[src/rtl/cache_pkg.sv]
// Shared definitions for the cache miss-handling logic: refill FSM states,
// default line geometry and the word-offset helper used to form addresses.
package cache_pkg;

  // Default line geometry; instances may override LINE_WORDS per cache.
  localparam int DEF_LINE_WORDS = 4;
  localparam int WORD_IDX_W     = $clog2(DEF_LINE_WORDS);
  localparam int BYTE_OFF_W     = WORD_IDX_W + 2;

  // Refill controller states. IDLE is encoded as zero so that a reset
  // state register reads back as all-zero on the debug output.
  typedef enum logic [1:0] {
    ST_IDLE      = 2'd0,
    ST_WRITEBACK = 2'd1,
    ST_FETCH     = 2'd2,
    ST_COMMIT    = 2'd3
  } refill_state_e;

  // Byte offset of a 32-bit word inside a line, added to a line base.
  function automatic logic [31:0] word_offset(input logic [31:0] idx);
    return idx << 2;
  endfunction

endpackage

[src/rtl/cache_refill_controller.sv]
// Miss-handling engine: writes a dirty victim line back word by word, then
// fetches the missing line into the victim way and marks it valid/clean.
// state_o exposes the FSM state for debug and checker binding.
//
// Handshake: mem_req_o is held high with a stable address/write flag until
// the memory answers with mem_ready_i in the same cycle; that cycle is the
// transfer. mem_ready_i while mem_req_o is low has no effect.

`ifndef CACHE_E
`define CACHE_E 4
`endif

module cache_refill_controller
  import cache_pkg::*;
#(
  parameter int SET_SIZE   = `CACHE_E,
  parameter int LINE_WORDS = DEF_LINE_WORDS,
  parameter int ADDR_WIDTH = 32
) (
  input  logic                          clk_i,
  input  logic                          rst_ni,
  input  logic                          miss_i,
  input  logic [ADDR_WIDTH-1:0]         miss_addr_i,
  input  logic [SET_SIZE-1:0]           victim_line_i,
  input  logic                          victim_dirty_i,
  input  logic [ADDR_WIDTH-1:0]         victim_addr_i,
  output logic                          busy_o,
  output logic                          done_o,
  output logic                          mem_req_o,
  output logic                          mem_we_o,
  output logic [ADDR_WIDTH-1:0]         mem_addr_o,
  output logic [31:0]                   mem_wdata_o,
  input  logic                          mem_ready_i,
  input  logic [31:0]                   mem_rdata_i,
  output logic [SET_SIZE-1:0]           line_sel_o,
  output logic [$clog2(LINE_WORDS)-1:0] line_word_o,
  input  logic [31:0]                   line_rdata_i,
  output logic                          line_we_o,
  output logic [31:0]                   line_wdata_o,
  output logic                          set_valid_o,
  output logic [1:0]                    state_o
);

  localparam int IDX_W = $clog2(LINE_WORDS);
  localparam int OFF_W = IDX_W + 2;
  localparam logic [IDX_W-1:0]      LAST_WORD = IDX_W'(LINE_WORDS - 1);
  localparam logic [ADDR_WIDTH-1:0] LINE_MASK = ~ADDR_WIDTH'((1 << OFF_W) - 1);

  refill_state_e         state;
  logic [IDX_W-1:0]      word_cnt;
  logic [ADDR_WIDTH-1:0] miss_base;
  logic [ADDR_WIDTH-1:0] victim_base;
  logic [SET_SIZE-1:0]   victim_sel;
  logic                  last_word;
  logic [ADDR_WIDTH-1:0] word_off;

  assign last_word = (word_cnt == LAST_WORD);
  assign word_off  = ADDR_WIDTH'(word_offset(32'(word_cnt)));

  // FSM, word counter and request latches; the counter wraps naturally at
  // the end of the write-back so the fetch restarts at word 0.
  always_ff @(posedge clk_i or negedge rst_ni) begin
    if (!rst_ni) begin
      state       <= ST_IDLE;
      word_cnt    <= '0;
      miss_base   <= '0;
      victim_base <= '0;
      victim_sel  <= '0;
    end else begin
      case (state)
        ST_IDLE: begin
          if (miss_i) begin
            miss_base   <= miss_addr_i & LINE_MASK;
            victim_base <= victim_addr_i;
            victim_sel  <= victim_line_i;
            word_cnt    <= '0;
            state       <= victim_dirty_i ? ST_WRITEBACK : ST_FETCH;
          end
        end
        ST_WRITEBACK: begin
          if (mem_ready_i) begin
            word_cnt <= word_cnt + IDX_W'(1);
            if (last_word) begin
              word_cnt <= '0;
              state    <= ST_FETCH;
            end
          end
        end
        ST_FETCH: begin
          if (mem_ready_i) begin
            word_cnt <= word_cnt + IDX_W'(1);
            if (last_word) state <= ST_COMMIT;
          end
        end
        ST_COMMIT: state <= ST_IDLE;
        default:   state <= ST_IDLE;
      endcase
    end
  end

  // Memory- and line-side outputs decoded from state and latched registers;
  // everything is forced to zero in IDLE so reset drives all outputs low.
  always_comb begin
    busy_o       = (state != ST_IDLE);
    done_o       = (state == ST_COMMIT);
    set_valid_o  = (state == ST_COMMIT);
    mem_req_o    = 1'b0;
    mem_we_o     = 1'b0;
    mem_addr_o   = '0;
    mem_wdata_o  = '0;
    line_sel_o   = '0;
    line_word_o  = '0;
    line_we_o    = 1'b0;
    line_wdata_o = '0;
    state_o      = state;
    if (state != ST_IDLE) line_sel_o = victim_sel;
    if (state == ST_WRITEBACK) begin
      mem_req_o   = 1'b1;
      mem_we_o    = 1'b1;
      mem_addr_o  = victim_base + word_off;
      mem_wdata_o = line_rdata_i;
      line_word_o = word_cnt;
    end
    if (state == ST_FETCH) begin
      mem_req_o    = 1'b1;
      mem_addr_o   = miss_base + word_off;
      line_word_o  = word_cnt;
      line_we_o    = mem_ready_i;
      line_wdata_o = mem_rdata_i;
    end
  end

endmodule

[config.mk]
export PLATFORM = sky130hd
export DESIGN_NAME = cache_refill_controller
export DESIGN_NICKNAME = d
export VERILOG_FILES = /design/src/rtl/cache_pkg.sv /design/src/rtl/cache_refill_controller.sv
export SDC_FILE = /design/constraint.sdc
export NUM_CORES = 1
export LEC_CHECK = 0
export CAP_MARGIN = 20
export CORE_ASPECT_RATIO = 1.4
export CORE_MARGIN = 8
export CORE_UTILIZATION = 35
export DETAILED_ROUTE_END_ITERATION = 16
export DONT_BUFFER_PORTS = 1
export PLACE_DENSITY = 0.6
export SLEW_MARGIN = 20
export SYNTH_ARGS = -nofsm -noshare
export SYNTH_HDL_FRONTEND = slang
export SYNTH_SLANG_ARGS = --single-unit
[constraint.sdc]
create_clock -name clk_i -period 2.44 [get_ports clk_i]
set_input_delay 0.61 -clock clk_i [delete_from_list [all_inputs] [get_ports clk_i]]
set_output_delay 0.61 -clock clk_i [all_outputs]
set_load 0.05 [all_outputs]
==> results.json, run 1 <==
{
  "outcome": "complete, but fails checks",
  "violations": "setup timing",
  "initial_core_util_pct": 35.9,
  "synth_edf_count": 0,
  "critPathLaunchType": "flip-flop",
  "finalSetupViolCount": 32,
  "worstPathCellList": "ha_4, fa_2, nand3_4, buf_4, buf_6, nor2_2, and3_4, xnor2_4, o21ai_4, buf_12",
  "drive_gt1_share_pct": 56.6,
  "clock_path_buffers": 2,
  "cp-end-kind": "output port",
  "grt_pass1_wl_um": 24600,
  "ant_nets": 0,
  "synthTopCellsByCount": "68 x dfrtp_1, 67 x and2_1, 64 x mux2_2",
  "wl_met3_um": 2100,
  "antenna_found_initial": 7,
  "synth_most_common_cell": "dfrtp_1",
  "wirelength_um": 17500,
  "critPathRequiredTime_ns": 1.83,
  "fin_util_pct": 65.2,
  "ios": 247,
  "wl_met1_um": 5930,
  "synthToLayoutAreaGrowth_pct": 81.5,
  "overflow": 0,
  "via_per_inst": 5.25,
  "power_density_nw_per_um2": 1750,
  "cts.sink_count": 68,
  "synthFlopType": "dfrtp_1",
  "synth_top_cell_by_area": "dfrtp_1",
  "rows": 46,
  "highest_layer": "met5",
  "drt_first_pass_iters": 4,
  "tightest_slew_ns": 0.558,
  "total_leakage_power_nw": 3.09,
  "routabilityCongestion": 0.841,
  "ys_types": 40,
  "syn-cell-area_um2": 4100,
  "cts_buffers": 9,
  "crit_slowest_cell": "dfrtp_1",
  "ys_top_cells_by_area": "dfrtp_1 42%, mux2_2 18%, and2_1 10%",
  "portBuffers": 0,
  "period_needed_ns": 2.95,
  "syn_inst": 401,
  "vdd.ir_drop.worst_mv": 1.05,
  "hold_viol": 0,
  "max_stage_delay_ns": 0.41,
  "ys_ff_latch": 68,
  "ys_async_sr_fraction_pct": 100,
  "grt_max_degree": 69,
  "dp_hpwl_um": 13800,
  "worstPathArrival_ns": 2.34,
  "wl_met2_um": 9170,
  "fin_ws_ns": -0.508,
  "clock_latency_ns": 0.33,
  "cp_max_fo": 2,
  "power_mw": 13.0,
  "fin_crit_sh_pct": 121,
  "clkTransAtPathRegs_ns": 0.06,
  "avgSynthCellArea_um2": 10.2,
  "core_area_um2": 11400,
  "fill_cells": 820,
  "grt_pass1_vias": 3899,
  "min-delay-path-class": "in2async",
  "rsz0062_at_grt": "yes",
  "fmaxAchievable_ghz": 0.339,
  "final_max_slew_viol_count": 0,
  "die_x_um": 107,
  "synth_top_area_share_pct": 41.6,
  "cts_root_buf": "clkbuf_16",
  "num_vias": 3627,
  "maxCapViolations": 0,
  "drt_iter0_markers": 121,
  "fin_nets": 683,
  "ys_warn_count": 0,
  "ys_seq_area_share_pct": 41.6,
  "cts_tree": "yes",
  "fin_skew_ns": 0.00727,
  "path_class": "reg2out",
  "dieArea_um2": 15500,
  "synth_nets": 547,
  "slew-limit-headroom_pct": 62.8,
  "drcViolationCount": 0,
  "die_h_um": 144,
  "wl_per_cell_um": 25.3,
  "grt_use_total_pct": 21.7,
  "htree_levels": 3
}
-- flip-flops by register name, summed over array words and instances (netlist names) --
name         flops
victim_base     32
miss_base       28
victim_sel       4
state_o          2
word_cnt         2
-- repair_timing --
item	CTS	global route
endpoints found under the setup margin	65	66
hold buffers	1	0
pin swaps	16	9
hold endpoints to repair	68	0
setup buffers	4	4
gates resized for setup	20	31
gates cloned	1	1
-- final cells by class --
class	instances	area, um2	area share, %
inverters	7	31.3	0.421
well taps	144	180	2.42
repair buffers	147	2370	31.8
clock buffers	13	260	3.50
multi-input cells	304	2840	38.2
diodes	6	15.0	0.202
flip-flops and latches	68	1700	22.9
clock inverters	2	35.0	0.471
-- report_power, final --
part	total [mW]	internal, mW	switching [mW]
Combinational	9.57	4.22	5.36
Clock	1.30	0.840	0.465
Sequential	2.14	1.71	0.421
Total	13.0	6.77	6.24
-- cells in the final DEF (no fill, tap or decap), types with 10 or more instances in the layout --
master	synthesis	routed
and2_1	67	52
and2_4	0	12
buf_12	0	95
buf_4	2	46
clkbuf_16	0	10
dfrtp_1	68	66
mux2_2	64	64
nand2_1	39	35
nand3_1	12	11
nor2_1	14	10
o21ai_4	0	21
xor2_1	22	17
-- final timing paths --
check,start,end,slack (ns),cells past startpoint
worst max-delay path,word_cnt[0],mem_addr_o[10],-0.51,10
min in group clk_i,miss_addr_i[31],miss_base[31],0.42,1
max in group asynchronous,rst_ni,victim_base[21],1.98,1
worst min-delay path,rst_ni,victim_base[8],0.15,1
worst min register to register,victim_base[0],victim_base[0],0.49,1
worst max register to register,state_o[0],victim_base[10],0.46,5
-- critical path, delay by kind of cell (launching register included) --
family,cells,cell delay [ns]
adder cells (fa/ha/maj),2,0.57
AO/OA/AOI/OAI,1,0.18
buffers and inverters,3,0.38
XOR/XNOR,1,0.15
AND/OR/NAND/NOR,3,0.32
flip-flops,1,0.41
-- per-stage QoR --
step / cells / hold WS, ns / setup WS [ns] / cell area [um2] / setup TNS [ns]
final: 691 / 0.154 / -0.508 / 7430 / -11.12
after global routing: 687 / 0.183 / -0.631 / 7420 / -14.31
after CTS: 681 / 0.174 / -0.504 / 7230 / -11.54
after detailed placement: 660 / 0.316 / -0.229 / 6730 / -2.36
after global placement: 660 / 0.316 / -0.174 / 6730 / -1.38
after floorplan: 401 / 0.314 / -0.233 / 4490 / -1.38
-- kinds of logic (layout without fill, tap and decap cells) --
| group | Yosys count | in the layout | synth area share, % |
|---|---|---|---|
| simple gates | 163 | 163 | 23.0 |
| flops | 68 | 68 | 41.6 |
| mux | 65 | 65 | 17.8 |
| compound gates | 39 | 39 | 5.68 |
| buf+inv | 29 | 169 | 3.02 |
| xor+xnor | 28 | 28 | 5.99 |
| fa+ha+maj | 9 | 9 | 2.93 |
| other cells | 0 | 6 | 0 |
-- routing by layer --
layer,GRT usage [%],up-vias
met5,0,-
met4,5.50,6
met3,10.4,18
met2,39.0,192
met1,21.7,1763
li1,-,1648
(Power assumes the default switching activity.)
==> run 2, diff against run 1 <==
--- a/config.mk
+++ b/config.mk
@@ -5,13 +5,12 @@
 export SDC_FILE = /design/constraint.sdc
 export NUM_CORES = 1
 export LEC_CHECK = 0
-export CAP_MARGIN = 20
 export CORE_ASPECT_RATIO = 1.4
 export CORE_MARGIN = 8
 export CORE_UTILIZATION = 35
 export DETAILED_ROUTE_END_ITERATION = 16
 export DONT_BUFFER_PORTS = 1
-export PLACE_DENSITY = 0.6
+export REMOVE_ABC_BUFFERS = 1
 export SLEW_MARGIN = 20
 export SYNTH_ARGS = -nofsm -noshare
 export SYNTH_HDL_FRONTEND = slang
==> run 2 against run 1 <==
- the flow still finishes with violations (setup timing)
- first-iteration DRC count shrank 14%
- sequential cell count did not move
- non-clock buffer count shrank 2
- design area shrank 7.5%
- sequential share of layout area rose by 1.9 points
- combinational power decreased by 15%
- critical endpoint is now mem_addr_o[16]
==> results.json, run 2 (synthesis gave the netlist of run 1 again) <==
{
  "largest_reg_flops": 32,
  "drt_first_pass_iters": 4,
  "grt_pass1_vias": 3754,
  "cp-end-kind": "output port",
  "routabilityCongestion": 0.780,
  "htree_levels": 3,
  "path_class": "reg2out",
  "p_switching_mw": 5.74,
  "switching_share_pct": 48.9,
  "cts_root_buf": "clkbuf_16",
  "rr_worst_depth": 5,
  "dp_hpwl_um": 12800,
  "grt_max_degree": 69,
  "drt_iter0_markers": 104,
  "dieArea_um2": 15500,
  "total_leakage_power_nw": 2.91,
  "maxCapViolations": 0,
  "tightest_slew_ns": 0.590,
  "clock_path_buffers": 2,
  "power_density_nw_per_um2": 1710,
  "critPathLaunchType": "flip-flop",
  "cts.sink_count": 68,
  "grt_use_total_pct": 19.5,
  "regMostFlops": "victim_base",
  "fin_crit_sh_pct": 118,
  "grt_pass1_wl_um": 22500,
  "drive_gt1_share_pct": 50.0,
  "cp_max_fo": 5,
  "final_max_slew_viol_count": 0,
  "p_seq_share_pct": 18.6,
  "r2r-end": "victim_base[14]",
  "p_clk_share_pct": 11.9,
  "overflow": 0,
  "synthToLayoutAreaGrowth_pct": 67.9,
  "clock_latency_ns": 0.33,
  "vdd.ir_drop.worst_mv": 0.868,
  "violations": "setup timing",
  "fmaxAchievable_ghz": 0.347,
  "outcome": "complete, but fails checks",
  "portBuffers": 0,
  "worst-r2r-setup-slack_ns": 0.49,
  "layout_commonest_cell": "buf_12",
  "num_vias": 3582,
  "fin_skew_ns": 0.00882,
  "layout_common_cells": "75 x buf_12, 67 x and2_1, 64 x mux2_2, 63 x dfrtp_1, 36 x nand2_1",
  "antenna_cells": 0,
  "hold_viol": 0,
  "ant_nets": 0,
  "worstPathArrival_ns": 2.27,
  "combPwrFrac_pct": 69.5,
  "antenna_found_initial": 3,
  "cts_buffers": 9,
  "fin_ws_ns": -0.443,
  "rows": 46,
  "cts_tree": "yes",
  "rsz0062_at_grt": "yes",
  "fin_nets": 681,
  "finalSetupViolCount": 26,
  "core_area_um2": 11400,
  "clkTransAtPathRegs_ns": 0.06,
  "wl_per_cell_um": 23.3,
  "wirelength_um": 15900,
  "power_mw": 11.7,
  "slew-limit-headroom_pct": 60.7,
  "drcViolationCount": 0,
  "via_per_inst": 5.24,
  "timing.hold.ws_ns": 0.138,
  "critPathRequiredTime_ns": 1.83,
  "period_needed_ns": 2.88,
  "ios": 247,
  "die_x_um": 107,
  "die_h_um": 144,
  "initial_core_util_pct": 35.9,
  "reg.largest.list": "victim_base: 32 flops, miss_base: 28 flops, victim_sel: 4 flops",
  "p_int_mw": 6.01,
  "min-delay-path-class": "in2async",
  "reg2reg_from": "state_o[1]"
}
[run 2: final cells by class]
class | count | area (um2)
multi-input cells | 304 | 2450
clock inverters | 6 | 88.8
flip-flops and latches | 68 | 1710
well taps | 144 | 180
repair buffers | 145 | 2190
fillers | 925 | 4520
clock buffers | 10 | 229
inverters | 7 | 31.3
[run 2: worst max path at each step]
stage                startpoint             end  depth (start not counted)
floorplan            state_o[0]  mem_addr_o[13]                          3
detailed placement  word_cnt[0]  mem_addr_o[16]                          9
global placement    word_cnt[0]  mem_addr_o[16]                          9
finish              word_cnt[0]  mem_addr_o[16]                          9
global route        word_cnt[0]  mem_addr_o[18]                         10
CTS                 word_cnt[0]  mem_addr_o[16]                          9
[run 2: critical path, cell delays in order (launching register included)]
cell     delay [ns]
dfrtp_1        0.38
ha_2           0.20
fa_2           0.37
nand3_4        0.10
nor3_4         0.05
buf_12         0.14
and3_4         0.15
xnor2_2        0.12
o31ai_2        0.21
buf_6          0.20
[run 2: per-layer routing]
layer	global-route usage (%)	vias to the layer above	wire length, um
met4	5.72	6	102
met3	10.5	15	2050
met1	18.4	1747	5280
met2	35.2	177	8430
met5	0	-	43
li1	-	1637	-
[run 2: what timing repair did]
item | CTS | global route
setup endpoints to repair | 52 | 34
setup buffers | 2 | 5
resized for setup | 39 | 39
gates cloned | 0 | 2
endpoints found under the hold margin | 68 | 0
pin swaps | 10 | 21
hold buffers | 1 | 0
[run 2: power groups by stage]
| stage | Combinational [mW] | Sequential (mW) | Clock, mW |
|---|---|---|---|
| floorplan | 4.49 | 2.16 | 0 |
| global placement | 7.56 | 2.11 | 0 |
| detailed placement | 7.68 | 2.17 | 0 |
| CTS | 8.00 | 2.15 | 1.42 |
| global route | 8.55 | 2.27 | 1.48 |
| finish | 8.16 | 2.19 | 1.39 |
[run 2: through the flow]
stage	setup TNS (ns)	utilization (%)	cell area (um2)	setup WS, ns	std cells
6_report	-8.92	60.4	6880	-0.443	684
5_1_grt	-11.88	60.4	6880	-0.546	684
4_1_cts	-9.34	58.5	6660	-0.451	678
3_5_place_dp	-1.86	54.1	6160	-0.219	660
3_3_place_gp	-1.49	54.1	6160	-0.216	660
2_1_floorplan	-115.86	-	4000	-1.60	379
==> run 3, diff against run 2 <==
--- a/config.mk
+++ b/config.mk
@@ -5,11 +5,12 @@
 export SDC_FILE = /design/constraint.sdc
 export NUM_CORES = 1
 export LEC_CHECK = 0
+export BUFFER_PORTS_ARGS = -buffer_cell sky130_fd_sc_hd__buf_2
 export CORE_ASPECT_RATIO = 1.4
 export CORE_MARGIN = 8
 export CORE_UTILIZATION = 35
 export DETAILED_ROUTE_END_ITERATION = 16
-export DONT_BUFFER_PORTS = 1
+export PLACE_DENSITY = 0.67
 export REMOVE_ABC_BUFFERS = 1
 export SLEW_MARGIN = 20
 export SYNTH_ARGS = -nofsm -noshare
==> run 3 against run 2 <==
- the run still ends with setup timing left
- sequential power barely moved
- power fell by 8.5%
- clock power barely moved
- fmax fell by 3.0%
- utilization fell by 2.5 points
- sequential share of layout area rose by 1.0 points
- clock skew barely moved
- final cell count rose by 21%
- combinational power fell by 12%
- die area did not move
- design area fell by 4.2%
- via count rose by 14%
==> results.json, run 3 (synthesis gave the netlist of run 1 again) <==
{
  "outcome": "complete, but fails checks",
  "violations": "setup timing",
  "critPathRequiredTime_ns": 1.83,
  "reg.largest.list": "victim_base: 32 flops, miss_base: 28 flops, victim_sel: 4 flops",
  "combPwrFrac_pct": 66.9,
  "cts_root_buf": "clkbuf_16",
  "rr_worst_depth": 8,
  "cp-end-kind": "output port",
  "path_class": "reg2out",
  "die_x_um": 107,
  "rows": 46,
  "fin_ws_ns": -0.531,
  "layout_commonest_cell": "buf_2",
  "grt_pass1_vias": 4282,
  "num_vias": 4097,
  "power_density_nw_per_um2": 1630,
  "portBuffers": 242,
  "period_needed_ns": 2.97,
  "drt_first_pass_iters": 4,
  "wl_per_cell_um": 19.7,
  "tightest_slew_ns": 0.868,
  "routabilityCongestion": 0.920,
  "place_ws_ns": -0.326,
  "vdd.ir_drop.worst_mv": 0.793,
  "grt_use_total_pct": 20.4,
  "p_seq_share_pct": 20.1,
  "p_int_mw": 5.18,
  "antenna_found_initial": 3,
  "worstPathArrival_ns": 2.36,
  "ant_nets": 0,
  "ios": 247,
  "min-delay-path-class": "in2async",
  "total_leakage_power_nw": 3.28,
  "grt_max_degree": 69,
  "fin_crit_sh_pct": 122,
  "clock_path_buffers": 2,
  "fin_cells": 831,
  "clock_latency_ns": 0.34,
  "finalSetupViolCount": 26,
  "p_switching_mw": 5.56,
  "cp_max_fo": 6,
  "htree_levels": 3,
  "maxCapViolations": 0,
  "cts.sink_count": 68,
  "max_stage_delay_ns": 0.39,
  "drcViolationCount": 0,
  "fin_skew_ns": 0.00902,
  "hold_viol": 0,
  "p_clk_share_pct": 12.9,
  "crit_buf_inv": 3,
  "rsz0062_at_grt": "yes",
  "cts_buffers": 9,
  "die_h_um": 144,
  "final_max_slew_viol_count": 0,
  "dieArea_um2": 15500,
  "drt_iter0_markers": 107,
  "drive_gt1_share_pct": 60.3,
  "worstPathCellList": "ha_4, fa_2, nand3_4, nor3_4, buf_12, buf_4, nand2_4, xor2_2, o31ai_2, buf_6",
  "wirelength_um": 16400,
  "crit_family": "buffers and inverters",
  "clkTransAtPathRegs_ns": 0.05,
  "fill_cells": 995,
  "overflow": 0,
  "via_per_inst": 4.93,
  "largest_reg_flops": 32,
  "core_area_um2": 11400,
  "regMostFlops": "victim_base",
  "antenna_cells": 0,
  "grt_pass1_wl_um": 23600,
  "critPathLaunchType": "flip-flop",
  "initial_core_util_pct": 35.9,
  "cp_num_cells": 10,
  "slew-limit-headroom_pct": 42.2,
  "fmaxAchievable_ghz": 0.337,
  "crit_slowest_cell": "dfrtp_1",
  "layout_common_cells": "206 x buf_2, 65 x and2_1, 65 x dfrtp_1, 64 x mux2_2, 47 x buf_4",
  "cts_tree": "yes",
  "switching_share_pct": 51.7,
  "dpl.cell_count": 798,
  "fin_nets": 828,
  "dp_hpwl_um": 12800,
  "synthToLayoutAreaGrowth_pct": 61.0,
  "hold_buffers": 0
}
==> run 3: changes by cell type in the layout (fill, tap and decap cells not counted), moves of 3 or more <==
| cell | before | now |
|---|---|---|
| buf_6 | 34 | 28 |
| buf_12 | 75 | 7 |
| o31ai_1 | 0 | 4 |
| o31ai_2 | 7 | 3 |
| nand2_1 | 36 | 33 |
| buf_4 | 34 | 47 |
| buf_2 | 0 | 206 |
==> run 3: metal layers <==
| metal | GRT usage (%) | wire length [um] | vias up |
|---|---|---|---|
| met5 | 0 | 32 | - |
| met4 | 8.50 | 413 | 6 |
| met3 | 10.7 | 2440 | 38 |
| met2 | 35.6 | 8110 | 212 |
| met1 | 19.6 | 5410 | 1916 |
| li1 | - | - | 1925 |
==> run 3: power by group through the flow <==
stage / registers [mW] / logic (mW) / clock network (mW)
after CTS: 2.13 / 7.06 / 1.42
final: 2.16 / 7.19 / 1.39
after floorplan: 2.16 / 4.49 / 0
after global placement: 2.10 / 6.39 / 0
after detailed placement: 2.14 / 6.48 / 0
after global routing: 2.23 / 7.59 / 1.46
==> run 3: path summary, 6_finish.rpt <==
kind / end / start / slack [ns]
max: mem_addr_o[20] / word_cnt[0] / -0.53
min reg2reg: victim_sel[1] / victim_sel[1] / 0.50
min: miss_base[25] / rst_ni / 0.39
max reg2reg: word_cnt[1] / state_o[0] / 0.51
min in group clk_i: victim_sel[3] / victim_line_i[3] / 0.50
max in group asynchronous: state_o[0] / rst_ni / 1.43
==> run 3: layout make-up <==
cell class	count	area [um2]	share of cell area, %
multi-input combinational	304	2460	37.3
timing repair buffer	292	1900	28.9
sequential	68	1710	25.9
clock buffer	10	229	3.47
tap	144	180	2.73
clock inverter	6	88.8	1.35
inverter	7	26.3	0.399
==> run 3: worst reg2reg max path, stage by stage (launching register included) <==
cell and delay, ns:
dfrtp_2 0.42, buf_4 0.15, ha_4 0.16, buf_6 0.17, nor2_2 0.19, nor2_1 0.06, nor3_1 0.34, nand4b_1 0.15
o21ai_0 0.16
==> run 3: per-stage QoR <==
stage	setup TNS, ns	power (mW)	cell area [um2]	hold WS, ns	utilization (%)
floorplan	-115.86	6.66	4000	0.314	-
global placement	-2.09	8.48	5740	0.483	50.4
detailed placement	-2.45	8.62	5740	0.485	50.4
CTS	-8.66	10.6	6360	0.428	55.8
global route	-11.53	11.3	6590	0.474	57.8
finish	-9.15	10.7	6590	0.391	57.8
==> run 3: repair_timing <==
action                     4_1_cts  5_1_grt
gates resized for setup         82       30
cloned                           1        0
pin swaps                       15       22
setup buffers                    5       13
setup endpoints to repair       66       57
